[src/rtl/bcd_seg_scanner_if.sv]
// Digit/display bundle for bcd_seg_scanner: the BCD load side in, the
// multiplexed segment/anode drive and status out.
interface bcd_seg_scanner_if;
    logic       load;
    logic [3:0] bcd_0;
    logic [3:0] bcd_1;
    logic [3:0] bcd_2;
    logic [3:0] bcd_3;
    logic [6:0] seg_n;
    logic [3:0] an_n;
    logic       pending;
    logic       frame_done;

    modport master (
        output load, bcd_0, bcd_1, bcd_2, bcd_3,
        input  seg_n, an_n, pending, frame_done
    );

    modport slave (
        input  load, bcd_0, bcd_1, bcd_2, bcd_3,
        output seg_n, an_n, pending, frame_done
    );
endinterface

[src/rtl/bcd_seg_scanner.sv]
// Four-digit multiplexed seven-segment scanner with a frame-synchronous
// shadow register. Optional macro LEADING_ZERO_BLANK_EN blanks leading zeros.
module bcd_seg_scanner #(
    parameter int REFRESH_DIV = 50000
) (
    input  logic           clk,
    input  logic           rst_n,
    bcd_seg_scanner_if.slave bus_io
);

    localparam int             CW       = (REFRESH_DIV > 1) ? $clog2(REFRESH_DIV) : 1;
    localparam logic [CW-1:0]  CNT_LAST = CW'(REFRESH_DIV - 1);

    logic [CW-1:0] cnt_q, cnt_d;
    logic [1:0]    idx_q, idx_d;
    logic [15:0]   shadow_q, shadow_d;
    logic [15:0]   disp_q, disp_d;
    logic          pending_q, pending_d;
    logic [6:0]    seg_q, seg_d;
    logic [3:0]    an_q, an_d;

    logic [15:0]   bcd_in;
    logic          wrap;
    logic          boundary;

    assign bcd_in   = {bus_io.bcd_3, bus_io.bcd_2, bus_io.bcd_1, bus_io.bcd_0};
    assign wrap     = (cnt_q == CNT_LAST);
    assign boundary = wrap && (idx_q == 2'd3);

    function automatic logic [6:0] decode(input logic [3:0] v);
        logic [6:0] s;
        case (v)
            4'd0:    s = 7'h40;
            4'd1:    s = 7'h79;
            4'd2:    s = 7'h24;
            4'd3:    s = 7'h30;
            4'd4:    s = 7'h19;
            4'd5:    s = 7'h12;
            4'd6:    s = 7'h02;
            4'd7:    s = 7'h78;
            4'd8:    s = 7'h00;
            4'd9:    s = 7'h10;
            default: s = 7'h3F;
        endcase
        return s;
    endfunction

    // A digit is a leading zero when it and every digit to its left are 0;
    // digit 0 always shows so a zero value still reads "0".
    function automatic logic is_leading_zero(input logic [15:0] d, input logic [1:0] k);
        logic z;
        case (k)
            2'd3:    z = (d[15:12] == 4'd0);
            2'd2:    z = (d[15:8]  == 8'd0);
            2'd1:    z = (d[15:4]  == 12'd0);
            default: z = 1'b0;
        endcase
        return z;
    endfunction

    function automatic logic [6:0] digit_seg(input logic [15:0] d, input logic [1:0] k);
        logic [6:0] s;
        s = decode(d[{k, 2'b00} +: 4]);
`ifdef LEADING_ZERO_BLANK_EN
        if (is_leading_zero(d, k)) begin
            s = 7'h7F;
        end
`else
        if (1'b0 && is_leading_zero(d, k)) begin
            s = 7'h7F;
        end
`endif
        return s;
    endfunction

    always_comb begin
        // NOTE: every combinational output gets a default first so no path leaves it unassigned (no latch).
        cnt_d     = cnt_q + 1'b1;
        idx_d     = idx_q;
        shadow_d  = shadow_q;
        disp_d    = disp_q;
        pending_d = pending_q;

        if (wrap) begin
            cnt_d = '0;
            idx_d = idx_q + 2'd1;
        end

        if (bus_io.load) begin
            shadow_d  = bcd_in;
            pending_d = 1'b1;
        end

        // A load landing on the boundary bypasses the shadow so it is not lost for a frame.
        if (boundary) begin
            pending_d = 1'b0;
            if (bus_io.load) begin
                disp_d = bcd_in;
            end else if (pending_q) begin
                disp_d = shadow_q;
            end
        end

        an_d  = ~(4'b0001 << idx_d);
        seg_d = digit_seg(disp_d, idx_d);
    end

    always_ff @(posedge clk or negedge rst_n) begin
        if (!rst_n) begin
            // NOTE: sequential state uses non-blocking assignments so all flops update together.
            cnt_q     <= '0;
            idx_q     <= 2'd0;
            shadow_q  <= 16'h0000;
            disp_q    <= 16'h0000;
            pending_q <= 1'b0;
            seg_q     <= 7'h7F;
            an_q      <= 4'hF;
        end else begin
            cnt_q     <= cnt_d;
            idx_q     <= idx_d;
            shadow_q  <= shadow_d;
            disp_q    <= disp_d;
            pending_q <= pending_d;
            seg_q     <= seg_d;
            an_q      <= an_d;
        end
    end

    assign bus_io.seg_n      = seg_q;
    assign bus_io.an_n       = an_q;
    assign bus_io.pending    = pending_q;
    assign bus_io.frame_done = boundary;

endmodule

[src/flat_wrapper.sv]
// flat-port wrapper written by rule: the top's interface ports become plain ports
module bcd_seg_scanner_flat 
#(
    parameter int REFRESH_DIV = 50000
)
  (clk, rst_n, bus_io_load, bus_io_bcd_0, bus_io_bcd_1, bus_io_bcd_2, bus_io_bcd_3, bus_io_seg_n, bus_io_an_n, bus_io_pending, bus_io_frame_done);
  bcd_seg_scanner_if bus_io_i ();
  input  logic clk;
  input  logic rst_n;
  input wire logic [$bits(bus_io_i.load)-1:0] bus_io_load;
  input wire logic [$bits(bus_io_i.bcd_0)-1:0] bus_io_bcd_0;
  input wire logic [$bits(bus_io_i.bcd_1)-1:0] bus_io_bcd_1;
  input wire logic [$bits(bus_io_i.bcd_2)-1:0] bus_io_bcd_2;
  input wire logic [$bits(bus_io_i.bcd_3)-1:0] bus_io_bcd_3;
  output wire logic [$bits(bus_io_i.seg_n)-1:0] bus_io_seg_n;
  output wire logic [$bits(bus_io_i.an_n)-1:0] bus_io_an_n;
  output wire logic [$bits(bus_io_i.pending)-1:0] bus_io_pending;
  output wire logic [$bits(bus_io_i.frame_done)-1:0] bus_io_frame_done;
  assign bus_io_i.load = bus_io_load;
  assign bus_io_i.bcd_0 = bus_io_bcd_0;
  assign bus_io_i.bcd_1 = bus_io_bcd_1;
  assign bus_io_i.bcd_2 = bus_io_bcd_2;
  assign bus_io_i.bcd_3 = bus_io_bcd_3;
  assign bus_io_seg_n = bus_io_i.seg_n;
  assign bus_io_an_n = bus_io_i.an_n;
  assign bus_io_pending = bus_io_i.pending;
  assign bus_io_frame_done = bus_io_i.frame_done;
  bcd_seg_scanner #(.REFRESH_DIV(REFRESH_DIV)) u_core (.clk(clk), .rst_n(rst_n), .bus_io(bus_io_i));
endmodule
[config.mk]
export PLATFORM = sky130hd
export DESIGN_NAME = bcd_seg_scanner_flat
export DESIGN_NICKNAME = d
export VERILOG_FILES = /design/src/rtl/bcd_seg_scanner_if.sv /design/src/rtl/bcd_seg_scanner.sv /design/src/flat_wrapper.sv
export SDC_FILE = /design/constraint.sdc
export NUM_CORES = 1
export LEC_CHECK = 0
export BUFFER_PORTS_ARGS = -buffer_cell sky130_fd_sc_hd__buf_2
export CAP_MARGIN = 20
export CORE_AREA = 4 4 77 79
export DETAILED_ROUTE_END_ITERATION = 12
export DIE_AREA = 0 0 81 83
export PLACE_DENSITY_LB_ADDON = 0.2
export SLEW_MARGIN = 20
export SYNTH_ARGS = -nofsm -noshare
export SYNTH_HDL_FRONTEND = slang
export SYNTH_SLANG_ARGS = --single-unit
[constraint.sdc]
create_clock -name clk -period 4 [get_ports clk]
set_input_delay 0.4 -clock clk [delete_from_list [all_inputs] [get_ports clk]]
set_output_delay 0.4 -clock clk [all_outputs]
set_load 0.005 [all_outputs]
==> results of run 1 <==
[worst max path at each step]
stage | startpoint | to | slack [ns] | cells after the start
after global routing | u_core.cnt_q[10] | u_core.bus_io.seg_n[1] | 0.37 | 11
after floorplan | u_core.cnt_q[10] | u_core.bus_io.seg_n[1] | 0.99 | 10
after detailed placement | u_core.cnt_q[10] | u_core.bus_io.seg_n[1] | 0.66 | 11
final | u_core.cnt_q[10] | u_core.bus_io.seg_n[1] | 0.68 | 11
after global placement | u_core.cnt_q[10] | u_core.bus_io.seg_n[1] | 0.70 | 11
after CTS | u_core.cnt_q[10] | u_core.bus_io.seg_n[1] | 0.64 | 11
[layer usage]
metal | GRT usage | wire (um) | up-vias
li1 | - | - | 960
met1 | 0.260 | 2620 | 927
met2 | 0.249 | 2370 | 27
met3 | 0.0434 | 187 | 11
met4 | 0.0876 | 103 | 0
met5 | 0 | 0 | -
[where the power goes]
group,total [W],switching [W],internal [W]
combinational,0.0000522,0.0000295,0.0000227
clock,0.000463,0.000222,0.000241
sequential,0.000650,0.00000660,0.000643
total,0.00116,0.000259,0.000906
[worst max-delay path, cell delays in order (launching register included)]
cell     delay [ns]
dfrtp_1        0.41
or4_4          0.58
nor4_4         0.32
mux2i_1        0.54
nor2_1         0.12
inv_1          0.14
o22ai_2        0.07
nor2_1         0.33
inv_1          0.15
ha_1           0.29
a21o_1         0.16
and2_1         0.15
[through the flow]
step,hold slack (ns),cell area (um2)
2_1_floorplan,0.104,2940
3_3_place_gp,0.426,3180
3_5_place_dp,0.426,3180
4_1_cts,0.0603,3340
5_1_grt,0.0938,3340
6_report,0.0564,3340
[area by class of cell]
| class | count | area share |
|---|---|---|
| clock inverter | 2 | 0.00300 |
| clock buffer | 14 | 0.0457 |
| tap | 72 | 0.0270 |
| multi-input combinational | 171 | 0.387 |
| timing repair buffer | 35 | 0.0555 |
| sequential | 62 | 0.469 |
| inverter | 11 | 0.0127 |
[cells in the final DEF (no fill, tap or decap), drive strengths merged]
master	netlist	layout
o21a	1	1
mux2	18	18
dfstp	11	11
inv	10	10
or2	2	2
nor3	1	1
nor2	16	16
nand2	16	16
and2	11	11
clkinv	1	3
o31ai	1	1
nor2b	3	3
xor2	6	6
mux2i	11	11
a22oi	1	1
clkbuf	4	14
nand4bb	1	1
nor4	3	3
or3	1	1
o22a	1	1
a21o	9	9
a221oi	1	1
or4	1	1
nand3	13	13
and3	4	4
nand4b	1	1
dfrtp	51	51
nand4	2	2
o22ai	5	5
buf	4	35
nand2b	3	3
xnor2	7	7
ha	8	8
mux4	1	1
o21ai	13	13
a21oi	3	3
a32oi	6	6
nor3b	1	1
[state kept, by name, indices dropped and copies added, names as in the netlist]
| register | flops |
|---|---|
| u_core.shadow_q | 16 |
| u_core.disp_q | 16 |
| u_core.cnt_q | 16 |
| u_core.bus_io.an_n | 4 |
| u_core.bus_io.pending | 1 |
| u_core.idx_q | 2 |
| u_core.bus_io.seg_n | 7 |
[logic make-up after synthesis]
| logic type | share of synthesized area |
|---|---|
| AOI/OAI and AO/OA | 0.103 |
| xor gates and xnor gates | 0.0387 |
| adders and majority gates | 0.0341 |
| buffers and inverters | 0.0294 |
| DFF | 0.533 |
| muxes | 0.115 |
| and+or+nand+nor | 0.147 |
==> flow_summary.toml, run 1 <==
[finish]
area_delta_synth_final_pct = 13.6
final_util = 0.626
drive_gt1_frac = 0.298
multiInputGateArea_um2 = 1290
regArea_um2 = 1570
nFillCells = 458
diodes = 0
final_nets = 317
fin_cells = 367

[yosys]
synth_top_cell_by_area = "dfrtp_1"
post_synth_inst_count = 252
synth_top_area_share = 0.434
ys_async_sr_fraction = 1.00
synthTopCellsByCount = "dfrtp_1 (51), mux2_2 (16), nand2_1 (16), nor2_1 (16), nand3_1 (12)"
synth_seq_area_share = 0.533
synth-seq-cells = 62
synth-edff-count = 0
syn_avg_cell_area_um2 = 11.7
synthMostInstantiatedCell = "dfrtp_1"
synth_ff_type = "dfrtp_1"
synth_cell_types = 50
synth_area_leaders = "dfrtp_1 (43%), dfstp_2 (9.8%), mux2_2 (6.1%)"
syn_area_um2 = 2940
yosysWarnings = 0
syn-num-nets = 279

[worst_setup_path]
crit_fanout = 7
startpoint_type = "register"
criticalPathCategory = "reg2reg"
critPathArrivalTime_ns = 3.59
rrSetupSlack_ns = 0.68
rr_worst_depth = 11
critical_path_required_ns = 4.26
reg2reg_from = "u_core.cnt_q[10]"
reg2reg_to = "u_core.bus_io.seg_n[1]"
end_kind = "register"

[clock_network]
clock_latency_ns = 0.34
clockBufferDepth = 2
cts_tree = "done"
cts_resized = 0
ctsHoldBuffers = 0
clk_pin_slew_ns = 0.06
cts-root-buf = "clkbuf_8"
numClockSinks = 62
cts_buffers = 9
cts_setup_buffers = 0
h-tree-depth = 3

[placement]
port_buffers = 31
hpwl_mm = 3.83
gp_congestion = 0.758
pre_cts_slack_ns = 0.659
place_inst = 351

[global_route]
first_global_vias = 1977
grt_usage = 0.179
grt_pass1_wl_mm = 9.24
gr-total-overflow = 0
grt_max_degree = 38
antenna_found_initial = 0

[route]
drtIter0Drc = 72
ant_nets = 0
post-route-drc-count = 0
num_vias = 1925
post_drt_wl_per_cell_um = 14.4
wl_mm = 5.28
dr.pass1.iters = 4
vias_per_cell = 5.25

[timing]
period_share = 0.831
final-setup-viol-count = 0
final-max-slew-violation-count = 0
rsz0062_at_grt = "no"
relSlewSlack = 0.627
fin_ws_ns = 0.675
hold_viol = 0
final.setup_skew_ns = 0.0110
tns_ns = 0
worstMarginPinSlew_ns = 0.544
final.min_clock_period_ns = 3.32
max_freq_ghz = 0.301

[die]
io_pins = 32
die_h_um = 83
die_area_um2 = 6720
core_um2 = 5340
fp-row-count = 27
die_w_um = 81
initial_core_util = 0.551

[run]
drv_cap = 0

[power]
p_per_area_nw_per_um2 = 349
peakVddDrop_v = 0.000199
p_total_w = 0.00116
p_leak_nw = 1.58

[hold_path]
hold_class = "in2async"

[status]
status = "finished, final reports clean"
(Power assumes the default switching activity.)
==> run 2: changes to the inputs <==
==> constraint.sdc (replaced) <==
create_clock -name clk -period 3.08 [get_ports clk]
set_input_delay 0.308 -clock clk [delete_from_list [all_inputs] [get_ports clk]]
set_output_delay 0.308 -clock clk [all_outputs]
set_load 0.005 [all_outputs]
==> flow_summary.toml, run 2 (same netlist as run 1, synthesis figures left out) <==
[die]
die_area_um2 = 6720
core_um2 = 5340
die_h_um = 83
fp-row-count = 27
initial_core_util = 0.551
die_w_um = 81
io_pins = 32

[clock_network]
cts_tree = "done"
cts_buffers = 9
clk_pin_slew_ns = 0.07
clockBufferDepth = 2
h-tree-depth = 3
numClockSinks = 62
cts-root-buf = "clkbuf_8"
ctsHoldBuffers = 0
clock_latency_ns = 0.33

[finish]
final_nets = 328
nFillCells = 446
mostFrequentLayoutCell = "dfrtp_1"
reg_top3 = "u_core.cnt_q: 16 flops, u_core.disp_q: 16 flops, u_core.shadow_q: 16 flops"
diodes = 0
multiInputGateArea_um2 = 1330
final_cell_mix = "dfrtp_1 (51), buf_2 (31), nand2_1 (16), mux2_2 (16), nor2_1 (15)"
drive_gt1_frac = 0.363
area_delta_synth_final_pct = 18.9
regArea_um2 = 1570

[route]
top_layer = "met4"
wl_mm = 5.60
wl_met1_mm = 2.68
dr.pass1.iters = 4
met3WireLength_um = 215
vias_per_cell = 5.30
num_vias = 2004
drtIter0Drc = 97
dr_wl_met2_mm = 2.62
post_drt_wl_per_cell_um = 14.8
post-route-drc-count = 0
ant_nets = 0

[timing]
fin_ws_ns = 0.132
final.setup_skew_ns = 0.00824
relSlewSlack = 0.587
hold_viol = 19
final-setup-viol-count = 0
hold_ws_ns = -0.0130
worstMarginPinSlew_ns = 0.619
max_freq_ghz = 0.339
final-max-slew-violation-count = 0
rsz0062_at_grt = "yes"
final.min_clock_period_ns = 2.95
period_share = 0.957

[power]
peakVddDrop_v = 0.000264
p_leak_nw = 1.67
pwr-share-clk = 0.415
switching_share = 0.219
pwr-share-seq = 0.541
p_total_w = 0.00156
p_per_area_nw_per_um2 = 446
power.internal_w = 0.00122
switching_power_w = 0.000341
p_comb_frac = 0.044

[hold_path]
hold_class = "in2async"

[global_route]
grt_max_degree = 36
grt_pass1_wl_mm = 9.54
grt_usage = 0.183
gr-total-overflow = 0
antenna_found_initial = 0
first_global_vias = 2038

[placement]
pre_cts_slack_ns = 0.0901
gp_congestion = 0.788
hpwl_mm = 4.03
port_buffers = 31

[worst_setup_path]
crit_fanout = 5
critPathArrivalTime_ns = 3.19
rr_worst_depth = 12
criticalPathCategory = "reg2reg"
reg2reg_from = "u_core.cnt_q[11]"
rrSetupSlack_ns = 0.13
end_kind = "register"
critical_path_required_ns = 3.32
startpoint_type = "register"
reg2reg_to = "u_core.bus_io.seg_n[0]"

[status]
status = "finished, violations left"
violations = "hold timing"

[run]
drv_cap = 0
==> run 2: changes by cell type in the layout (fill, tap and decap cells not counted), moves of 2 or more <==
| cell | change |
|---|---|
| mux2i_2 | +2 |
| mux2i_1 | -2 |
| clkbuf_8 | +2 |
| buf_4 | +10 |
| clkinv_2 | +2 |
| clkbuf_1 | -4 |
==> run 2: area by class of cell <==
cell class	count	area share
Clock buffer	12	0.0472
Clock inverter	4	0.00573
Inverter	11	0.0122
Multi-Input combinational cell	171	0.381
Sequential cell	62	0.448
Tap cell	72	0.0258
Timing Repair Buffer	46	0.0802
==> run 2: routing by layer <==
layer,up-vias,GRT usage
met5,-,0
met4,0,0.0829
met3,9,0.0325
met2,30,0.276
met1,983,0.255
li1,982,-
==> run 2: worst max-delay path, cell delays in order (launching register included) <==
cell      delay, ns
dfrtp_1        0.38
or4_4          0.58
nor4_4         0.36
buf_4          0.19
xnor2_2        0.13
buf_4          0.17
nand2_1        0.10
o22ai_2        0.21
nor2_2         0.06
buf_4          0.15
ha_1           0.19
nor3_1         0.27
a221oi_2       0.06
==> run 2: stage by stage <==
step | std cells | hold slack [ns] | TNS, ns | area, um2 | util
global placement | 358 | 0.367 | 0 | 3240 | 0.607
floorplan | 252 | 0.0124 | 0 | 2940 | -
CTS | 374 | 0.0130 | 0 | 3430 | 0.642
detailed placement | 358 | 0.370 | 0 | 3240 | 0.607
finish | 378 | -0.0130 | 0 | 3500 | 0.655
global route | 378 | 0.0386 | -0.0310 | 3500 | 0.655
==> run 2: timing repair <==
action / 4_1_cts / 5_1_grt
resized for setup: 0 / 9
setup endpoints to repair: 0 / 6
setup buffers: 0 / 4
endpoints found under the hold margin: 0 / 0
==> run 2: worst max-delay path by stage <==
stage | start | end | depth (start not counted)
after floorplan | u_core.cnt_q[10] | u_core.bus_io.seg_n[1] | 10
after global placement | u_core.cnt_q[11] | u_core.bus_io.seg_n[1] | 10
after detailed placement | u_core.cnt_q[11] | u_core.bus_io.seg_n[1] | 10
after CTS | u_core.cnt_q[11] | u_core.bus_io.seg_n[1] | 9
after global routing | u_core.cnt_q[11] | u_core.bus_io.seg_n[1] | 10
final | u_core.cnt_q[11] | u_core.bus_io.seg_n[0] | 12
==> run 2: power groups by stage <==
stage / Sequential [W] / Clock (W) / Combinational, W
2_1_floorplan: 0.000856 / 0 / 0.0000334
3_3_place_gp: 0.000857 / 0 / 0.0000685
3_5_place_dp: 0.000858 / 0 / 0.0000698
4_1_cts: 0.000844 / 0.000665 / 0.0000699
5_1_grt: 0.000845 / 0.000708 / 0.0000771
6_report: 0.000844 / 0.000647 / 0.0000680
